$ cat src/rtl/mul_div_pkg.sv
`default_nettype none
// +----------------------------------------------------------------------------+
// | Module   : mul_div_pkg                                                     |
// | Purpose  : Shared opcode and state encodings for the multiply/divide unit, |
// |            plus small opcode decode helpers.                               |
// | Revision : 1.0  initial release                                            |
// +----------------------------------------------------------------------------+
package mul_div_pkg;

  localparam logic [1:0] OP_MUL  = 2'b00;
  localparam logic [1:0] OP_MULU = 2'b01;
  localparam logic [1:0] OP_DIV  = 2'b10;
  localparam logic [1:0] OP_DIVU = 2'b11;

  typedef enum logic [1:0] {
    S_IDLE   = 2'd0,
    S_RUN    = 2'd1,
    S_FINISH = 2'd2
  } state_t;

  // The upper opcode bit selects divide; the lower bit selects unsigned.
  function automatic logic op_is_div(input logic [1:0] op);
    return op[1];
  endfunction

  function automatic logic op_is_signed(input logic [1:0] op);
    return ~op[0];
  endfunction

endpackage
`default_nettype wire

$ cat src/rtl/mul_div_if.sv
`default_nettype none
// +----------------------------------------------------------------------------+
// | Module   : mul_div_if                                                      |
// | Purpose  : Request/result bundle of the multiply/divide unit.              |
// | Ports    : start, op, a, b          (requester -> unit)                    |
// |            busy, done, hi, lo, div_by_zero (unit -> requester)             |
// |            master = requester side, slave = unit side.                     |
// | Revision : 1.0  initial release                                            |
// +----------------------------------------------------------------------------+
interface mul_div_if #(
  parameter int BIT_WIDTH = 32
);
  logic                 start;
  logic [1:0]           op;
  logic [BIT_WIDTH-1:0] a;
  logic [BIT_WIDTH-1:0] b;
  logic                 busy;
  logic                 done;
  logic [BIT_WIDTH-1:0] hi;
  logic [BIT_WIDTH-1:0] lo;
  logic                 div_by_zero;

  modport master (
    output start, op, a, b,
    input  busy, done, hi, lo, div_by_zero
  );

  modport slave (
    input  start, op, a, b,
    output busy, done, hi, lo, div_by_zero
  );
endinterface
`default_nettype wire

$ cat src/rtl/Register.sv
`default_nettype none
// +----------------------------------------------------------------------------+
// | Module   : Register                                                        |
// | Purpose  : Write-enabled holding register with synchronous reset.          |
// | Ports    : clk, reset (sync, active-high), en_write, data_in, data_out     |
// | Revision : 1.0  initial release                                            |
// +----------------------------------------------------------------------------+
module Register #(
  parameter int                   BIT_WIDTH   = 32,
  parameter logic [BIT_WIDTH-1:0] RESET_VALUE = '0
) (
  input  wire logic                 clk,
  input  wire logic                 reset,
  input  wire logic                 en_write,
  input  wire logic [BIT_WIDTH-1:0] data_in,
  output      logic [BIT_WIDTH-1:0] data_out
);

  logic [BIT_WIDTH-1:0] r_data;

  always_ff @(posedge clk) begin
    if (reset) begin
      r_data <= RESET_VALUE;
    end else if (en_write) begin
      r_data <= data_in;
    end
  end

  assign data_out = r_data;

endmodule
`default_nettype wire

$ cat src/rtl/mul_div_unit.sv
`default_nettype none
// +----------------------------------------------------------------------------+
// | Module   : mul_div_unit                                                    |
// | Purpose  : Iterative shift-add multiply / restoring divide. One iteration  |
// |            per cycle for BIT_WIDTH cycles, then a sign-correction cycle;   |
// |            hi/lo are registered with a one-cycle done pulse.               |
// | Ports    : clk, reset (sync, active-high)                                  |
// |            bus (mul_div_if.slave): start/op/a/b in, busy/done/hi/lo/       |
// |            div_by_zero out                                                 |
// | Revision : 1.0  initial release                                            |
// +----------------------------------------------------------------------------+
module mul_div_unit
  import mul_div_pkg::*;
#(
  parameter int BIT_WIDTH = 32,
  parameter int CNT_WIDTH = 6
) (
  input wire logic  clk,
  input wire logic  reset,
  mul_div_if.slave  bus
);

  localparam logic [CNT_WIDTH-1:0] c_cnt_last = CNT_WIDTH'(BIT_WIDTH - 1);

  state_t                 r_state;
  state_t                 w_state_next;
  logic [1:0]             r_op;
  logic                   r_neg_q;       // product / quotient needs negation
  logic                   r_neg_r;       // remainder needs negation (dividend sign)
  logic                   r_dbz_op;      // divide with zero divisor
  logic [BIT_WIDTH-1:0]   r_opb;         // |multiplicand| or |divisor|
  logic [2*BIT_WIDTH-1:0] r_acc;         // MUL: {partial, multiplier}; DIV: {rem, quot}
  logic [CNT_WIDTH-1:0]   r_cnt;
  logic                   r_done;
  logic                   r_div_by_zero;

  logic                   w_accept;
  logic                   w_signed;
  logic [BIT_WIDTH-1:0]   w_a_abs;
  logic [BIT_WIDTH-1:0]   w_b_abs;
  logic [BIT_WIDTH:0]     w_mul_sum;
  logic [2*BIT_WIDTH-1:0] w_mul_next;
  logic [BIT_WIDTH:0]     w_div_shift;
  logic [BIT_WIDTH+1:0]   w_div_trial;
  logic [2*BIT_WIDTH-1:0] w_div_next;
  logic [2*BIT_WIDTH-1:0] w_prod;
  logic [BIT_WIDTH-1:0]   w_quot;
  logic [BIT_WIDTH-1:0]   w_rem;
  logic [BIT_WIDTH-1:0]   w_hi_in;
  logic [BIT_WIDTH-1:0]   w_lo_in;
  logic [BIT_WIDTH-1:0]   w_hi;
  logic [BIT_WIDTH-1:0]   w_lo;
  logic                   w_finish;

  assign w_accept = (r_state == S_IDLE) && bus.start;
  assign w_finish = (r_state == S_FINISH);
  assign w_signed = op_is_signed(bus.op);
  // The most-negative value negates to itself, which is its correct unsigned magnitude.
  assign w_a_abs  = (w_signed && bus.a[BIT_WIDTH-1]) ? -bus.a : bus.a;
  assign w_b_abs  = (w_signed && bus.b[BIT_WIDTH-1]) ? -bus.b : bus.b;

  // ---------------- state machine ----------------
  always_ff @(posedge clk) begin
    if (reset) r_state <= S_IDLE;
    else       r_state <= w_state_next;
  end

  always_comb begin
    w_state_next = r_state;
    case (r_state)
      S_IDLE:   if (bus.start) w_state_next = S_RUN;
      S_RUN:    if (r_cnt == c_cnt_last) w_state_next = S_FINISH;
      S_FINISH: w_state_next = S_IDLE;
      default:  w_state_next = S_IDLE;
    endcase
  end

  // ---------------- iteration step ----------------
  // Multiply: add multiplicand into the upper half when the current multiplier
  // bit is set, then shift the whole accumulator right (carry shifts in).
  assign w_mul_sum  = {1'b0, r_acc[2*BIT_WIDTH-1:BIT_WIDTH]} + {1'b0, r_opb};
  assign w_mul_next = r_acc[0] ? {w_mul_sum, r_acc[BIT_WIDTH-1:1]}
                               : {1'b0, r_acc[2*BIT_WIDTH-1:1]};

  // Divide: shift next dividend bit into the remainder, trial-subtract; the
  // extra top bit of the trial result is its sign.
  assign w_div_shift = {r_acc[2*BIT_WIDTH-1:BIT_WIDTH], r_acc[BIT_WIDTH-1]};
  assign w_div_trial = {1'b0, w_div_shift} - {2'b00, r_opb};
  assign w_div_next  = w_div_trial[BIT_WIDTH+1]
                     ? {w_div_shift[BIT_WIDTH-1:0], r_acc[BIT_WIDTH-2:0], 1'b0}
                     : {w_div_trial[BIT_WIDTH-1:0], r_acc[BIT_WIDTH-2:0], 1'b1};

  always_ff @(posedge clk) begin
    if (reset) begin
      r_op          <= OP_MUL;
      r_neg_q       <= 1'b0;
      r_neg_r       <= 1'b0;
      r_dbz_op      <= 1'b0;
      r_opb         <= '0;
      r_acc         <= '0;
      r_cnt         <= '0;
      r_done        <= 1'b0;
      r_div_by_zero <= 1'b0;
    end else begin
      r_done <= w_finish;
      if (w_accept) begin
        r_op          <= bus.op;
        r_neg_q       <= w_signed && (bus.a[BIT_WIDTH-1] ^ bus.b[BIT_WIDTH-1]);
        r_neg_r       <= w_signed && bus.a[BIT_WIDTH-1];
        r_dbz_op      <= op_is_div(bus.op) && (bus.b == '0);
        r_opb         <= w_b_abs;
        r_acc         <= {{BIT_WIDTH{1'b0}}, w_a_abs};
        r_cnt         <= '0;
        r_div_by_zero <= 1'b0;
      end else if (r_state == S_RUN) begin
        r_acc <= op_is_div(r_op) ? w_div_next : w_mul_next;
        r_cnt <= r_cnt + 1'b1;
      end else if (w_finish) begin
        r_div_by_zero <= r_dbz_op;
      end
    end
  end

  // ---------------- sign correction ----------------
  // With a zero divisor the restoring loop leaves rem = |a| and quot = all ones;
  // the dividend-sign correction restores a exactly, so only lo needs overriding.
  assign w_prod  = r_neg_q ? -r_acc : r_acc;
  assign w_quot  = r_dbz_op ? '1
                 : (r_neg_q ? -r_acc[BIT_WIDTH-1:0] : r_acc[BIT_WIDTH-1:0]);
  assign w_rem   = r_neg_r ? -r_acc[2*BIT_WIDTH-1:BIT_WIDTH]
                           : r_acc[2*BIT_WIDTH-1:BIT_WIDTH];
  assign w_hi_in = op_is_div(r_op) ? w_rem  : w_prod[2*BIT_WIDTH-1:BIT_WIDTH];
  assign w_lo_in = op_is_div(r_op) ? w_quot : w_prod[BIT_WIDTH-1:0];

  Register #(.BIT_WIDTH(BIT_WIDTH), .RESET_VALUE('0)) u_hi_reg (
    .clk      (clk),
    .reset    (reset),
    .en_write (w_finish),
    .data_in  (w_hi_in),
    .data_out (w_hi)
  );

  Register #(.BIT_WIDTH(BIT_WIDTH), .RESET_VALUE('0)) u_lo_reg (
    .clk      (clk),
    .reset    (reset),
    .en_write (w_finish),
    .data_in  (w_lo_in),
    .data_out (w_lo)
  );

  assign bus.busy        = (r_state != S_IDLE);
  assign bus.done        = r_done;
  assign bus.hi          = w_hi;
  assign bus.lo          = w_lo;
  assign bus.div_by_zero = r_div_by_zero;

endmodule
`default_nettype wire

$ cat src/flat_wrapper.sv
// flat-port wrapper written by rule: the top's interface ports become plain ports
module mul_div_unit_flat import mul_div_pkg::*;
#(
  parameter int BIT_WIDTH = 32,
  parameter int CNT_WIDTH = 6
)
  (clk, reset, bus_start, bus_op, bus_a, bus_b, bus_busy, bus_done, bus_hi, bus_lo, bus_div_by_zero);
  mul_div_if #(.BIT_WIDTH(BIT_WIDTH)) bus_i ();
  input wire logic clk;
  input wire logic reset;
  input wire logic [$bits(bus_i.start)-1:0] bus_start;
  input wire logic [$bits(bus_i.op)-1:0] bus_op;
  input wire logic [$bits(bus_i.a)-1:0] bus_a;
  input wire logic [$bits(bus_i.b)-1:0] bus_b;
  output wire logic [$bits(bus_i.busy)-1:0] bus_busy;
  output wire logic [$bits(bus_i.done)-1:0] bus_done;
  output wire logic [$bits(bus_i.hi)-1:0] bus_hi;
  output wire logic [$bits(bus_i.lo)-1:0] bus_lo;
  output wire logic [$bits(bus_i.div_by_zero)-1:0] bus_div_by_zero;
  assign bus_i.start = bus_start;
  assign bus_i.op = bus_op;
  assign bus_i.a = bus_a;
  assign bus_i.b = bus_b;
  assign bus_busy = bus_i.busy;
  assign bus_done = bus_i.done;
  assign bus_hi = bus_i.hi;
  assign bus_lo = bus_i.lo;
  assign bus_div_by_zero = bus_i.div_by_zero;
  mul_div_unit #(.BIT_WIDTH(BIT_WIDTH), .CNT_WIDTH(CNT_WIDTH)) u_core (.clk(clk), .reset(reset), .bus(bus_i));
endmodule
$ cat config.mk
export PLATFORM = sky130hd
export DESIGN_NAME = mul_div_unit_flat
export DESIGN_NICKNAME = d
export VERILOG_FILES = /design/src/rtl/mul_div_pkg.sv /design/src/rtl/mul_div_if.sv /design/src/rtl/Register.sv /design/src/rtl/mul_div_unit.sv /design/src/flat_wrapper.sv
export SDC_FILE = /design/constraint.sdc
export NUM_CORES = 1
export LEC_CHECK = 0
export ABC_AREA = 1
export BUFFER_PORTS_ARGS = -buffer_cell sky130_fd_sc_hd__buf_2
export CELL_PAD_IN_SITES_DETAIL_PLACEMENT = 1
export CELL_PAD_IN_SITES_GLOBAL_PLACEMENT = 2
export CORE_MARGIN = 5
export CORE_UTILIZATION = 34
export CTS_CLUSTER_SIZE = 16
export DETAILED_ROUTE_END_ITERATION = 7
export MAX_ROUTING_LAYER = met4
export PLACE_DENSITY_LB_ADDON = 0.1
export SLEW_MARGIN = 20
export SYNTH_ARGS = -nofsm -noshare
export SYNTH_HDL_FRONTEND = slang
export SYNTH_HIERARCHICAL = 1
export SYNTH_SLANG_ARGS = --single-unit
$ cat constraint.sdc
create_clock -name clk -period 4.6 [get_ports clk]
set_clock_uncertainty 0.2 [all_clocks]
set_input_delay 0 -clock clk [delete_from_list [all_inputs] [get_ports clk]]
set_output_delay 0 -clock clk [all_outputs]
set_load 0.02 [all_outputs]
Yosys cells after proc, flatten, opt, wreduce, memory -nomap -nowiden
Cells that the tools add are included.
Widths: inputs -> output; s select.
{"block": "word_totals", "output_inout_bits": 67, "ff_bits": 175}
{"block": "op_classes", "add_sub_neg": 8, "eq_ne": 5, "n_bitwise": 3, "muxes": 16, "reduce_logical": 12}
{"operator": "$mux 32", "count": 9}
{"operator": "$mux 64", "count": 4}
{"operator": "$neg 32->32", "count": 4}
{"operator": "$neg 64->64", "count": 1}
{"operator": "$sub 33x32->34", "count": 1}
{"operator": "$add 32x32->33", "count": 1}
{"operator": "$logic_not 32->1", "count": 1}
{"operator": "$add 6x1->6 const B", "count": 1}
{"operator": "$eq 6x5->1 const B", "count": 1}
{"operator": "$logic_and 1x1->1", "count": 5}
{"operator": "$mux 2", "count": 2}
{"operator": "$pmux 2 s2", "count": 1}
{"operator": "$reduce_and 2->1", "count": 2}
{"operator": "$reduce_bool 2->1", "count": 2}
{"operator": "$eq 2x1->1 const B", "count": 1}
{"operator": "$eq 2x2->1 const B", "count": 1}
{"operator": "$logic_not 2->1", "count": 1}
{"operator": "$ne 2x1->1 const B", "count": 1}
{"operator": "$ne 2x2->1 const B", "count": 1}
{"operator": "$not 1->1", "count": 2}
{"operator": "$reduce_or 2->1", "count": 1}
{"operator": "$xor 1x1->1", "count": 1}

Longest topological paths before layout
Gate-level depths: netlist of the first run.
{"block": "logic_depth", "depth_word": 5, "depth_mapped": 19, "mapped_depth_nobuf": 18}

Hierarchy
Netlist of the first run, hierarchy kept.
{"mod": "mul_div_unit", "cells_per_inst": 2837, "area_each_um2": 15069.5, "instances": 1}
{"mod": "Register", "cells_per_inst": 203, "area_each_um2": 1338.8, "instances": 2}

Worst setup path after synthesis of the first run
Ideal clock, no wire load.
{"block": "synth_timing", "path_type": "reg-to-reg", "start": "reg u_core.r_acc[0]", "end": "reg u_core.u_hi_reg.r_data[6] (netlist: u_core/u_hi_reg/data_out[6])", "t_required_ns": 4.336, "setup_slack_ns": 2.067, "t_arrival_ns": 2.269, "setup_ns": 0.064, "synth_period_minus_slack_ns": 2.533, "path_stages_with_launch": 18, "cell_sequence": "dfxtp_1 > buf_6 > clkinv_1 > clkbuf_1 > ha_1 > nand3_2 > nor2_4 > nand2_2 > nor2_4 > nand2_2 > nor2_2 > a21oi_1 > o21ai_2 > xor2_1 > inv_1 > nand2_1 > nand2_1 > nor2_1"}
{"block": "synth_between", "elab_chain_cells": 3}
{"item": "start, declared", "line": "mul_div_unit.sv:32", "text": "logic [2*BIT_WIDTH-1:0] r_acc;"}
{"item": "start signal, assigned", "line": "mul_div_unit.sv:112", "text": "r_acc <= {{BIT_WIDTH{1'b0}}, w_a_abs};"}
{"item": "start signal, assigned", "line": "mul_div_unit.sv:116", "text": "r_acc <= op_is_div(r_op) ? w_div_next : w_mul_next;"}
{"item": "$neg 64->64", "line": "mul_div_unit.sv:127", "text": "assign w_prod = r_neg_q ? -r_acc : r_acc;"}
{"item": "$mux 64", "line": "mul_div_unit.sv:127"}
{"item": "$mux 32", "line": "mul_div_unit.sv:132", "text": "assign w_hi_in = op_is_div(r_op) ? w_rem : w_prod[2*BIT_WIDTH-1:BIT_WIDTH];"}
{"item": "via u_core.w_hi_in[6]", "line": "mul_div_unit.sv:49", "text": "logic [BIT_WIDTH-1:0] w_hi_in;"}
{"item": "end signal, assigned", "line": "Register.sv:25", "text": "r_data <= data_in;"}
{"item": "end, declared", "line": "Register.sv:19", "text": "logic [BIT_WIDTH-1:0] r_data;"}
The timed path passes the listed nets, and every way through them passes these cells.
A chain may end at the register's enable or synchronous reset.

Final worst setup path of the first run
{"block": "layout_timing", "start": "in bus_op[0]", "end": "reg u_core.r_acc[3]"}
{"block": "layout_between", "elab_chain_cells": 4}
{"item": "start, declared", "line": "flat_wrapper.sv:12", "text": "input wire logic [$bits(bus_i.op)-1:0] bus_op;"}
{"item": "$not 1->1", "line": "mul_div_pkg.sv:27", "text": "return ~op[0];"}
{"item": "$logic_and 1x1->1", "line": "mul_div_unit.sv:59", "text": "assign w_a_abs = (w_signed && bus.a[BIT_WIDTH-1]) ? -bus.a : bus.a;"}
{"item": "$mux 32", "line": "mul_div_unit.sv:59"}
{"item": "$mux 32", "line": "mul_div_unit.sv:106", "text": "if (w_accept) begin"}
Every way passes these cells.

==> results of run 1 <==
## power by group through the flow
stage	logic, mW	registers, mW	clock network (mW)
floorplan	1.81	1.70	0
global route	3.12	1.79	1.61
global placement	2.65	1.80	0
finish	2.84	1.78	1.52
CTS	2.79	1.77	1.57
detailed placement	2.68	1.80	0
## routing by layer
layer / GRT usage, % / vias up / routed length, um / part of all wire, %
met2: 47.03 / 468 / 38310 / 45
met5: - / - / 0 / 0
met4: 9.322 / 0 / 2608 / 3.1
met1: 40.08 / 10300 / 40030 / 47
met3: 3.722 / 124 / 3656 / 4.3
li1: - / 10550 / - / -
## final cells by class
cell class                 instances  area, um2
multi-input combinational       2425      11680
sequential                       174       3488
fill                            7304      30790
clock inverter                    14      141.4
inverter                         534       2004
tap                              680      850.8
antenna                            3      7.507
clock buffer                      18      439.2
timing repair buffer             280       2105
## per-stage QoR
step	hold slack, ps	instances	setup WS [ps]	power, mW	instance area [um2]
finish	17.43	4128	466.9	6.129	20720
global placement	77.16	3967	1440	4.450	18870
detailed placement	80.38	3967	1392	4.481	18870
global route	29.27	4128	340.5	6.517	20720
floorplan	-79.21	3243	2067	3.518	17750
CTS	0.7023	4125	582.3	6.130	20710
## worst max-delay path by stage
stage	start	endpoint	slack, ps
after CTS	bus_op[0]	u_core/r_acc[3]$_SDFFE_PP0P_	580
after global routing	bus_op[0]	u_core/r_acc[3]$_SDFFE_PP0P_	340
after global placement	u_core/r_acc[32]$_SDFFE_PP0P_	u_core/r_acc[58]$_SDFFE_PP0P_	1440
after floorplan	u_core/r_acc[0]$_SDFFE_PP0P_	u_core/u_hi_reg/data_out[6]$_SDFFE_PP0P_	2070
after detailed placement	u_core/r_acc[32]$_SDFFE_PP0P_	u_core/r_acc[62]$_SDFFE_PP0P_	1390
final	bus_op[0]	u_core/r_acc[3]$_SDFFE_PP0P_	470
## flip-flops by register name, indices dropped and copies added, names as in the netlist
signal                    count
u_core/bus.div_by_zero        1
u_core/bus.done               1
u_core/r_acc                 64
u_core/r_cnt                  6
u_core/r_dbz_op               1
u_core/r_neg_q                1
u_core/r_neg_r                1
u_core/r_op                   1
u_core/r_opb                 32
u_core/r_state                2
u_core/u_hi_reg/data_out     32
u_core/u_lo_reg/data_out     32
## cell usage in the layout (no fill, tap or decap), types with 12 or more instances in the layout
cell type	n
ha_1	69
a21oi_1	162
dfxtp_1	172
nor3_1	52
inv_2	12
nand2_1	1002
nand3_1	223
a21boi_0	17
o21ai_0	205
nand4_1	32
xor2_1	63
nand2_2	19
nor2_1	428
buf_2	135
clkbuf_16	17
inv_1	519
buf_4	17
dlygate4sd3_1	126
## worst max-delay path, cell delays in order
cell and delay [ps]:
dlygate4sd3_1 530, buf_2 220, inv_1 90, nand2_1 570
inv_1 630, nand3_1 230, dlygate4sd3_1 560, nand3_1 90
dlygate4sd3_1 620, a221oi_1 260, dlygate4sd3_1 580
## logic make-up (layout without fill, tap and decap cells)
group                      after synthesis  count (layout)  share of synthesized area, %
adders and majority gates               71              71                         5.090
DFF                                    174             174                         19.63
AOI/OAI and AO/OA                      461             461                         14.39
xor gates and xnor gates                67              67                         3.307
and+or+nand+nor                       1826            1826                         42.94
other                                    0               3                             0
buffers and inverters                  644             846                         14.65
## what timing repair did
item / 4_1_cts / 5_1_grt
endpoints found under the hold margin: 64 / 0
gates resized for setup: 0 / 0
setup endpoints to repair: 0 / 0
hold buffers: 126 / 0
==> reports/qor.txt, run 1 <==
DR pass1 iterations - 5
global router's overall resource usage - 29.85%
Worst-Margin Slew - 1031 ps
Die X-Extent - 238.5 um
Clock Path Buffers - 2
number of cells on the worst reg-to-reg path - 10
Fin. Hold Viols - 0
Max-Cap Viols - 0
Hold Path Stages - 4
area leader, netlist - nand2_1
post-layout util - 40.22%
Reg-to-Reg Start - u_core/r_state[1]$_SDFFE_PP0P_
Initial Util - 34.45%
EDFF count, synth - 0
Area contributors post-synth - nand2_1 21%, dfxtp_1 20%, inv_1 11%, nor2_1 9.1%, nand3_1 6.3%
RSZ-0062 raised after global routing - no
DRT antenna net count - 0
status - completed
switch share - 48.24%
setup violators final - 0
Reg power frac - 29.0%
Final period util - 89.85%
slew margin rel. - 31.28%
Wirelength per Cell - 20.50 um
yosys warns - 6
Pwr Density - 295.8 nW/um2
H-Tree Level Count - 4
gpl congestion - 1.032
Die Y - 238.5 um
# port buffers - 135
Num CTS Buffers - 17
final slew viol count - 0
setup bufs post-CTS - 0
via density per instance - 5.195
DRT Wirelength - 84610 um
first-pass GRT wire length - 128000 um
die area - 56870 um2
Worst Path Required - 4860 ps
Yosys cell types - 61
top-count cell post-synth - nand2_1
P_int - 3.172 mW
Logic pwr share - 46.3%
Crit. End Element - flip-flop
vias - 21.44k
Top-Level Pins - 136
global route overflow - 0
CTS root buf - clkbuf_16
Worst EP arrival - 4390 ps
reg2reg setup slack - 1150 ps
Setup crit start kind - primary input
Clock transition at path regs - 80 ps
# DRC - 0
synth cell count leaders - 1003 x nand2_1, 520 x inv_1, 430 x nor2_1, 223 x nand3_1, 205 x o21ai_0
Avg Synthesized Cell Area - 5.472 um2
Hold Path Class - in2reg
share of cells above drive strength 1 - 7.663%
top cell type's share of synthesized area - 21.21%
vias in the first global route - 21.60k
synthesized area - 17750 um2
Leakage Power - 10.49 nW
Syn Inst Count - 3243
Fmax - 241.9 MHz
R2R Path End - u_core/r_acc[23]$_SDFFE_PP0P_
Post-Syn Nets - 3383
Hold Path End - u_core/r_opb[25]$_SDFFE_PP0P_
Synth Flop Type - dfxtp_1
synth-to-layout area growth - 16.74%
clock tree sinks - 174
Final #Nets - 3572
Switch Pwr - 2.956 mW
row count - 83
clock group share of total power - 24.7%
HP Start - bus_start
largest net degree at the start of global routing - 131
sequential-to-total area share from yosys stat - 19.63%
Clock Latency Late Sink - 510 ps
TritonCTS clock tree - yes
critical path fanouts, max - 29
setup_tns - 0 ps
initial DRC count - 1525
Peak VDD IR - 0.3250 mV
Yosys reg bits - 174
DPL Wire Length - 66800 um
Period minus WS final - 4133 ps
kind of critical path - in2reg
Async SR Flop Fraction - 0%
Core ar. - 51510 um2
number of antenna violations at the first check in global routing - 4
(Power assumes the default switching activity.)
==> run 2, diff against run 1 <==
--- a/config.mk
+++ b/config.mk
@@ -10,7 +10,7 @@
 export CELL_PAD_IN_SITES_DETAIL_PLACEMENT = 1
 export CELL_PAD_IN_SITES_GLOBAL_PLACEMENT = 2
 export CORE_MARGIN = 5
-export CORE_UTILIZATION = 34
+export CORE_UTILIZATION = 32
 export CTS_CLUSTER_SIZE = 16
 export DETAILED_ROUTE_END_ITERATION = 7
 export MAX_ROUTING_LAYER = met4
==> constraint.sdc (replaced) <==
create_clock -name clk -period 4.05 [get_ports clk]
set_clock_uncertainty 0.2 [all_clocks]
set_input_delay 0 -clock clk [delete_from_list [all_inputs] [get_ports clk]]
set_output_delay 0 -clock clk [all_outputs]
set_load 0.02 [all_outputs]
==> reports/qor.txt, run 2 (same netlist as run 1, synthesis figures left out) <==
critical path fanouts, max - 29 (unchanged)
vias - 21.27k (-0.81%)
post-cts resize count - 0 (unchanged)
Clock transition at path regs - 80 ps (about the same)
DR pass1 iterations - 5 (unchanged)
Core ar. - 54990 um2 (+6.7%)
initial DRC count - 1378 (-9.6%)
number of antenna violations at the first check in global routing - 1 (-3)
first-pass GRT wire length - 129500 um (+1.2%)
Hold Path End - u_core/r_opb[20]$_SDFFE_PP0P_
Final #Nets - 3575 (+0.084%)
Wirelength per Cell - 20.44 um (-0.28%)
Pwr Density - 335.6 nW/um2 (+13%)
row count - 86 (+3.6%)
via density per instance - 5.068 (-2.4%)
Setup crit start kind - primary input
WHS - -18.88 ps (-36.32 ps)
Die X-Extent - 245.5 um (+3.0%)
final slew viol count - 0 (unchanged)
# port buffers - 135 (unchanged)
reg2reg setup slack - 720 ps (-430 ps)
number of cells on the worst reg-to-reg path - 14 (+4)
Worst EP arrival - 3970 ps (-420 ps)
Reg-to-Reg Start - u_core/r_acc[32]$_SDFFE_PP0P_
H-Tree Level Count - 4 (unchanged)
share of cells above drive strength 1 - 8.092% (+0.43 points)
Initial Util - 32.28% (-2.2 points)
setup bufs post-CTS - 0 (unchanged)
Final period util - 93.39%
Num CTS Buffers - 17 (unchanged)
status - finished, violations left
largest net degree at the start of global routing - 69 (-47%)
synth-to-layout area growth - 16.89%
vias in the first global route - 21.28k (-1.5%)
DPL Wire Length - 69620 um (+4.2%)
gpl congestion - 0.9678 (-6.2%)
DRT Wirelength - 85790 um (+1.4%)
Worst-Margin Slew - 1034 ps (+3.487 ps)
Leakage Power - 10.49 nW (about the same)
global router's overall resource usage - 28.58% (-1.3 points)
highest-count cells in the layout ignoring fill and taps - 1003 x nand2_1, 520 x inv_1, 428 x nor2_1, 223 x nand3_1, 205 x o21ai_0
PnR worst setup slack - 267.9 ps (-199.0 ps)
Clock Latency Late Sink - 510 ps (about the same)
setup_tns - 0 ps (unchanged)
Top-Level Pins - 136 (unchanged)
RSZ-0062 raised after global routing - no
crit path launch - bus_op[0]
clock tree sinks - 174 (unchanged)
Crit. End Element - flip-flop
area of the multi-input gates - 11680 um2 (about the same)
Largest register FFs - 64 (unchanged)
fill count - 7671 (+5.0%)
post-layout util - 37.73% (-2.5 points)
slew margin rel. - 30.52% (-0.76 points)
TritonCTS clock tree - yes
Fmax - 264.4 MHz
commonest non-fill, non-tap cell in the layout - nand2_1
setup violators final - 0 (unchanged)
Peak VDD IR - 0.3627 mV (+12%)
Post-CTS Hold Buffers - 111 (-12%)
Die Y - 245.5 um (+3.0%)
Fin. Hold Viols - 1 (+1)
# DRC - 0 (unchanged)
die area - 60270 um2 (+6.0%)
global route overflow - 0 (unchanged)
register bank with the most flops - u_core/r_acc
Period minus WS final - 3782 ps
Hold Path Stages - 4 (unchanged)
FF/Latch Area - 3488 um2 (unchanged)
kind of critical path - in2reg
Clock Path Buffers - 2 (unchanged)
Place WS - 767.5 ps (-624.6 ps)
DRT antenna net count - 0 (unchanged)
Pwr Total - 6.962 mW (+14%)
failing checks - negative hold slack
Worst Path Required - 4240 ps (-620 ps)
R2R Path End - u_core/r_acc[61]$_SDFFE_PP0P_
HP Start - bus_b[20]
Hold Path Class - in2reg
Max-Cap Viols - 0 (unchanged)
CTS root buf - clkbuf_16
run 2: stage by stage:
| step | instances | instance area (um2) |
|---|---|---|
| floorplan | 3243 | 17750 |
| global route | 4197 | 20740 |
| detailed placement | 4053 | 19070 |
| global placement | 4053 | 19070 |
| finish | 4197 | 20740 |
| CTS | 4196 | 20740 |
run 2: report_power, final:
part           total [mW]  switching (mW)  internal (mW)
Sequential           2.02           0.211           1.81
Combinational        3.24            2.29          0.957
Clock                1.70           0.872          0.826
Total                6.96            3.37           3.59
run 2: worst max path at each step:
stage,slack [ps],depth (start not counted),endpoint
global route,10,12,u_core/r_acc[29]$_SDFFE_PP0P_
finish,270,12,u_core/r_acc[29]$_SDFFE_PP0P_
floorplan,1520,17,u_core/u_hi_reg/data_out[6]$_SDFFE_PP0P_
detailed placement,770,14,u_core/r_acc[61]$_SDFFE_PP0P_
CTS,440,12,u_core/r_acc[29]$_SDFFE_PP0P_
global placement,840,14,u_core/r_acc[59]$_SDFFE_PP0P_
run 2: metal layers:
metal | up-vias | GRT usage (%) | wire, um
li1 | 10540 | - | -
met1 | 10220 | 39.12 | 40320
met2 | 434 | 45.51 | 39420
met3 | 79 | 2.935 | 4089
met4 | 0 | 7.089 | 1955
met5 | - | - | 0
run 2: cell type report:
type / instances / area share, %
timing repair buffer: 283 / 10.01
antenna: 1 / 0.01206
inverter: 534 / 9.662
clock inverter: 13 / 0.5549
multi-input combinational: 2425 / 56.30
sequential: 174 / 16.82
tap: 748 / 4.511
clock buffer: 19 / 2.135
run 2: worst max-delay path: stages:
cell,delay [ps]
dlygate4sd3_1,550
buf_2,170
inv_1,90
nand2_1,410
inv_1,860
o21ai_0,320
nand3_1,190
nor2_1,50
dlygate4sd3_1,540
o21ai_0,150
dlygate4sd3_1,580
inv_1,50
==> run 3, diff against run 2 <==
--- a/config.mk
+++ b/config.mk
@@ -10,7 +10,7 @@
 export CELL_PAD_IN_SITES_DETAIL_PLACEMENT = 1
 export CELL_PAD_IN_SITES_GLOBAL_PLACEMENT = 2
 export CORE_MARGIN = 5
-export CORE_UTILIZATION = 32
+export CORE_UTILIZATION = 34
 export CTS_CLUSTER_SIZE = 16
 export DETAILED_ROUTE_END_ITERATION = 7
 export MAX_ROUTING_LAYER = met4
@@ -20,3 +20,4 @@
 export SYNTH_HDL_FRONTEND = slang
 export SYNTH_HIERARCHICAL = 1
 export SYNTH_SLANG_ARGS = --single-unit
+export TNS_END_PERCENT = 30
==> constraint.sdc (replaced) <==
create_clock -name clk -period 4.84 [get_ports clk]
set_clock_uncertainty 0.2 [all_clocks]
set_input_delay 0.968 -clock clk [delete_from_list [all_inputs] [get_ports clk]]
set_output_delay 0.968 -clock clk [all_outputs]
set_load 0.02 [all_outputs]
==> reports/qor.txt, run 3 (same netlist as run 1, synthesis figures left out) <==
Period minus WS final - 3384 ps
Largest register FFs - 64 (unchanged)
register bank with the most flops - u_core/r_acc
Pwr Density - 290.3 nW/um2 (-13%)
number of antenna violations at the first check in global routing - 0 (-1)
Worst-Margin Slew - 1003 ps (-31.30 ps)
initial DRC count - 1316 (-4.5%)
# port buffers - 135 (unchanged)
Crit. End Element - flip-flop
Clock Path Buffers - 2 (unchanged)
highest-count cells in the layout ignoring fill and taps - 1003 x nand2_1, 520 x inv_1, 428 x nor2_1, 223 x nand3_1, 205 x o21ai_0
DPL Wire Length - 67110 um (-3.6%)
Hold Path End - u_core/u_lo_reg/data_out[20]$_SDFFE_PP0P_
row count - 83 (-3.5%)
Setup crit start kind - flip-flop
commonest non-fill, non-tap cell in the layout - nand2_1
Logic pwr share - 45.0% (-1.6 points)
# DRC - 0 (unchanged)
Clock transition at path regs - 70 ps (about the same)
share of cells above drive strength 1 - 8.002% (-0.089 points)
Core ar. - 51510 um2 (-6.3%)
RSZ-0062 raised after global routing - no
P_int - 2.936 mW (-18%)
Die Y - 238.5 um (-2.9%)
global router's overall resource usage - 28.75% (+0.18 points)
kind of critical path - reg2reg
Clock Latency Late Sink - 500 ps (about the same)
Num CTS Buffers - 17 (unchanged)
Worst Path Required - 5080 ps (+840 ps)
n_diodes - 0 (-1)
Peak VDD IR - 0.2772 mV (-24%)
slew margin rel. - 32.62% (+2.1 points)
post-cts resize count - 0 (unchanged)
Fmax - 295.5 MHz
global route overflow - 0 (unchanged)
reg2reg setup slack - 1460 ps (+740 ps)
Post-CTS Hold Buffers - 0 (-100%)
Max Used Layer - met4
via density per instance - 5.200 (+2.6%)
status - completed
Top-Level Pins - 136 (unchanged)
clock group share of total power - 25.2% (+0.8 points)
setup violators final - 0 (unchanged)
Met1 Routed Length - 39150 um (-2.9%)
vias in the first global route - 20.47k (-3.8%)
Initial Util - 34.45% (+2.2 points)
TritonCTS clock tree - yes
Switch Pwr - 2.718 mW (-19%)
met3 wire len - 3011 um (-26%)
Wirelength per Cell - 20.40 um (-0.20%)
DRT Wirelength - 81680 um (-4.8%)
Hold Path Stages - 2 (-2)
WHS - 269.7 ps (+288.6 ps)
Met2 Routed Length - 37150 um (-5.8%)
largest net degree at the start of global routing - 130 (+88%)
DRT antenna net count - 0 (unchanged)
Hold Path Class - reg2reg
Reg-to-Reg Start - u_core/r_acc[31]$_SDFFE_PP0P_
Pwr Total - 5.654 mW (-19%)
HP Start - u_core/u_lo_reg/data_out[20]$_SDFFE_PP0P_
setup_tns - 0 ps (unchanged)
first-pass GRT wire length - 123500 um (-4.6%)
DR pass1 iterations - 5 (unchanged)
Reg power frac - 29.8% (+0.8 points)
Worst EP arrival - 3620 ps (-350 ps)
Leakage Power - 9.967 nW (-5.0%)
synth-to-layout area growth - 9.722%
critical path fanouts, max - 7 (-76%)
Max-Cap Viols - 0 (unchanged)
switch share - 48.08% (-0.34 points)
die area - 56870 um2 (-5.6%)
number of cells on the worst reg-to-reg path - 15 (+1)
H-Tree Level Count - 4 (unchanged)
setup bufs post-CTS - 0 (unchanged)
final slew viol count - 0 (unchanged)
CTS root buf - clkbuf_16
gpl congestion - 0.9668 (-0.10%)
R2R Path End - u_core/r_acc[60]$_SDFFE_PP0P_
Fin. Hold Viols - 0 (-1)
Final #Nets - 3451 (-3.5%)
Final period util - 69.93%
clock tree sinks - 174 (unchanged)
vias - 20.82k (-2.1%)
Die X-Extent - 238.5 um (-2.9%)
## run 3: changes by cell type in the layout (fill, tap and decap cells not counted)
cell and change:
diode_2 -1, inv_4 -1, inv_8 -1, dlygate4sd3_1 -111, buf_4 -13, clkinv_8 +3, clkinvlp_4 -1
## run 3: final cells by class
type | instances | area [um2]
clock buffer | 19 | 442.9
clock inverter | 13 | 138.9
fill | 7305 | 32040
inverter | 534 | 2004
multi-input combinational | 2425 | 11680
sequential | 174 | 3488
tap | 680 | 850.8
timing repair buffer | 159 | 868.3
## run 3: routing by layer
| layer | vias to the layer above | GRT usage [%] |
|---|---|---|
| li1 | 10290 | - |
| met1 | 10040 | 39.14 |
| met2 | 418 | 45.24 |
| met3 | 78 | 3.086 |
| met4 | 0 | 8.487 |
| met5 | - | - |
## run 3: per-stage QoR
stage	cell area, um2	std cells	setup WS, ps	utilization [%]
after floorplan	17750	3243	2254	-
after global placement	18890	3972	1154	36.67
after detailed placement	18890	3972	1137	36.67
after CTS	19470	4004	1567	37.80
after global routing	19470	4004	1297	37.80
final	19470	4004	1456	37.80
## run 3: worst max path at each step
| stage | end | from | slack [ps] |
|---|---|---|---|
| final | u_core/r_acc[60]$_SDFFE_PP0P_ | u_core/r_acc[31]$_SDFFE_PP0P_ | 1460 |
| after CTS | u_core/r_acc[60]$_SDFFE_PP0P_ | u_core/r_acc[31]$_SDFFE_PP0P_ | 1570 |
| after floorplan | u_core/r_acc[26]$_SDFFE_PP0P_ | bus_a[1] | 2250 |
| after global routing | u_core/r_acc[60]$_SDFFE_PP0P_ | u_core/r_acc[31]$_SDFFE_PP0P_ | 1300 |
| after detailed placement | u_core/r_opb[22]$_SDFFE_PP0P_ | bus_b[0] | 1140 |
| after global placement | u_core/r_opb[22]$_SDFFE_PP0P_ | bus_b[0] | 1150 |
## run 3: power groups by stage
stage | Combinational, mW | Sequential (mW) | Clock (mW)
after floorplan | 1.72 | 1.62 | 0
after global placement | 2.47 | 1.70 | 0
after detailed placement | 2.51 | 1.71 | 0
after CTS | 2.53 | 1.67 | 1.47
after global routing | 2.81 | 1.69 | 1.52
final | 2.54 | 1.68 | 1.43
## run 3: critical path, cell delays in order (launching register included)
cell,delay [ps]
dfxtp_1,430
inv_1,200
ha_1,250
inv_1,120
fa_1,460
nand3_1,120
nand3_1,190
nand3_1,140
nand3b_1,310
nand2_1,210
nand3_1,90
nand2_1,90
nand3_1,230
nand2_1,160
nor2_1,50
nor2_1,80
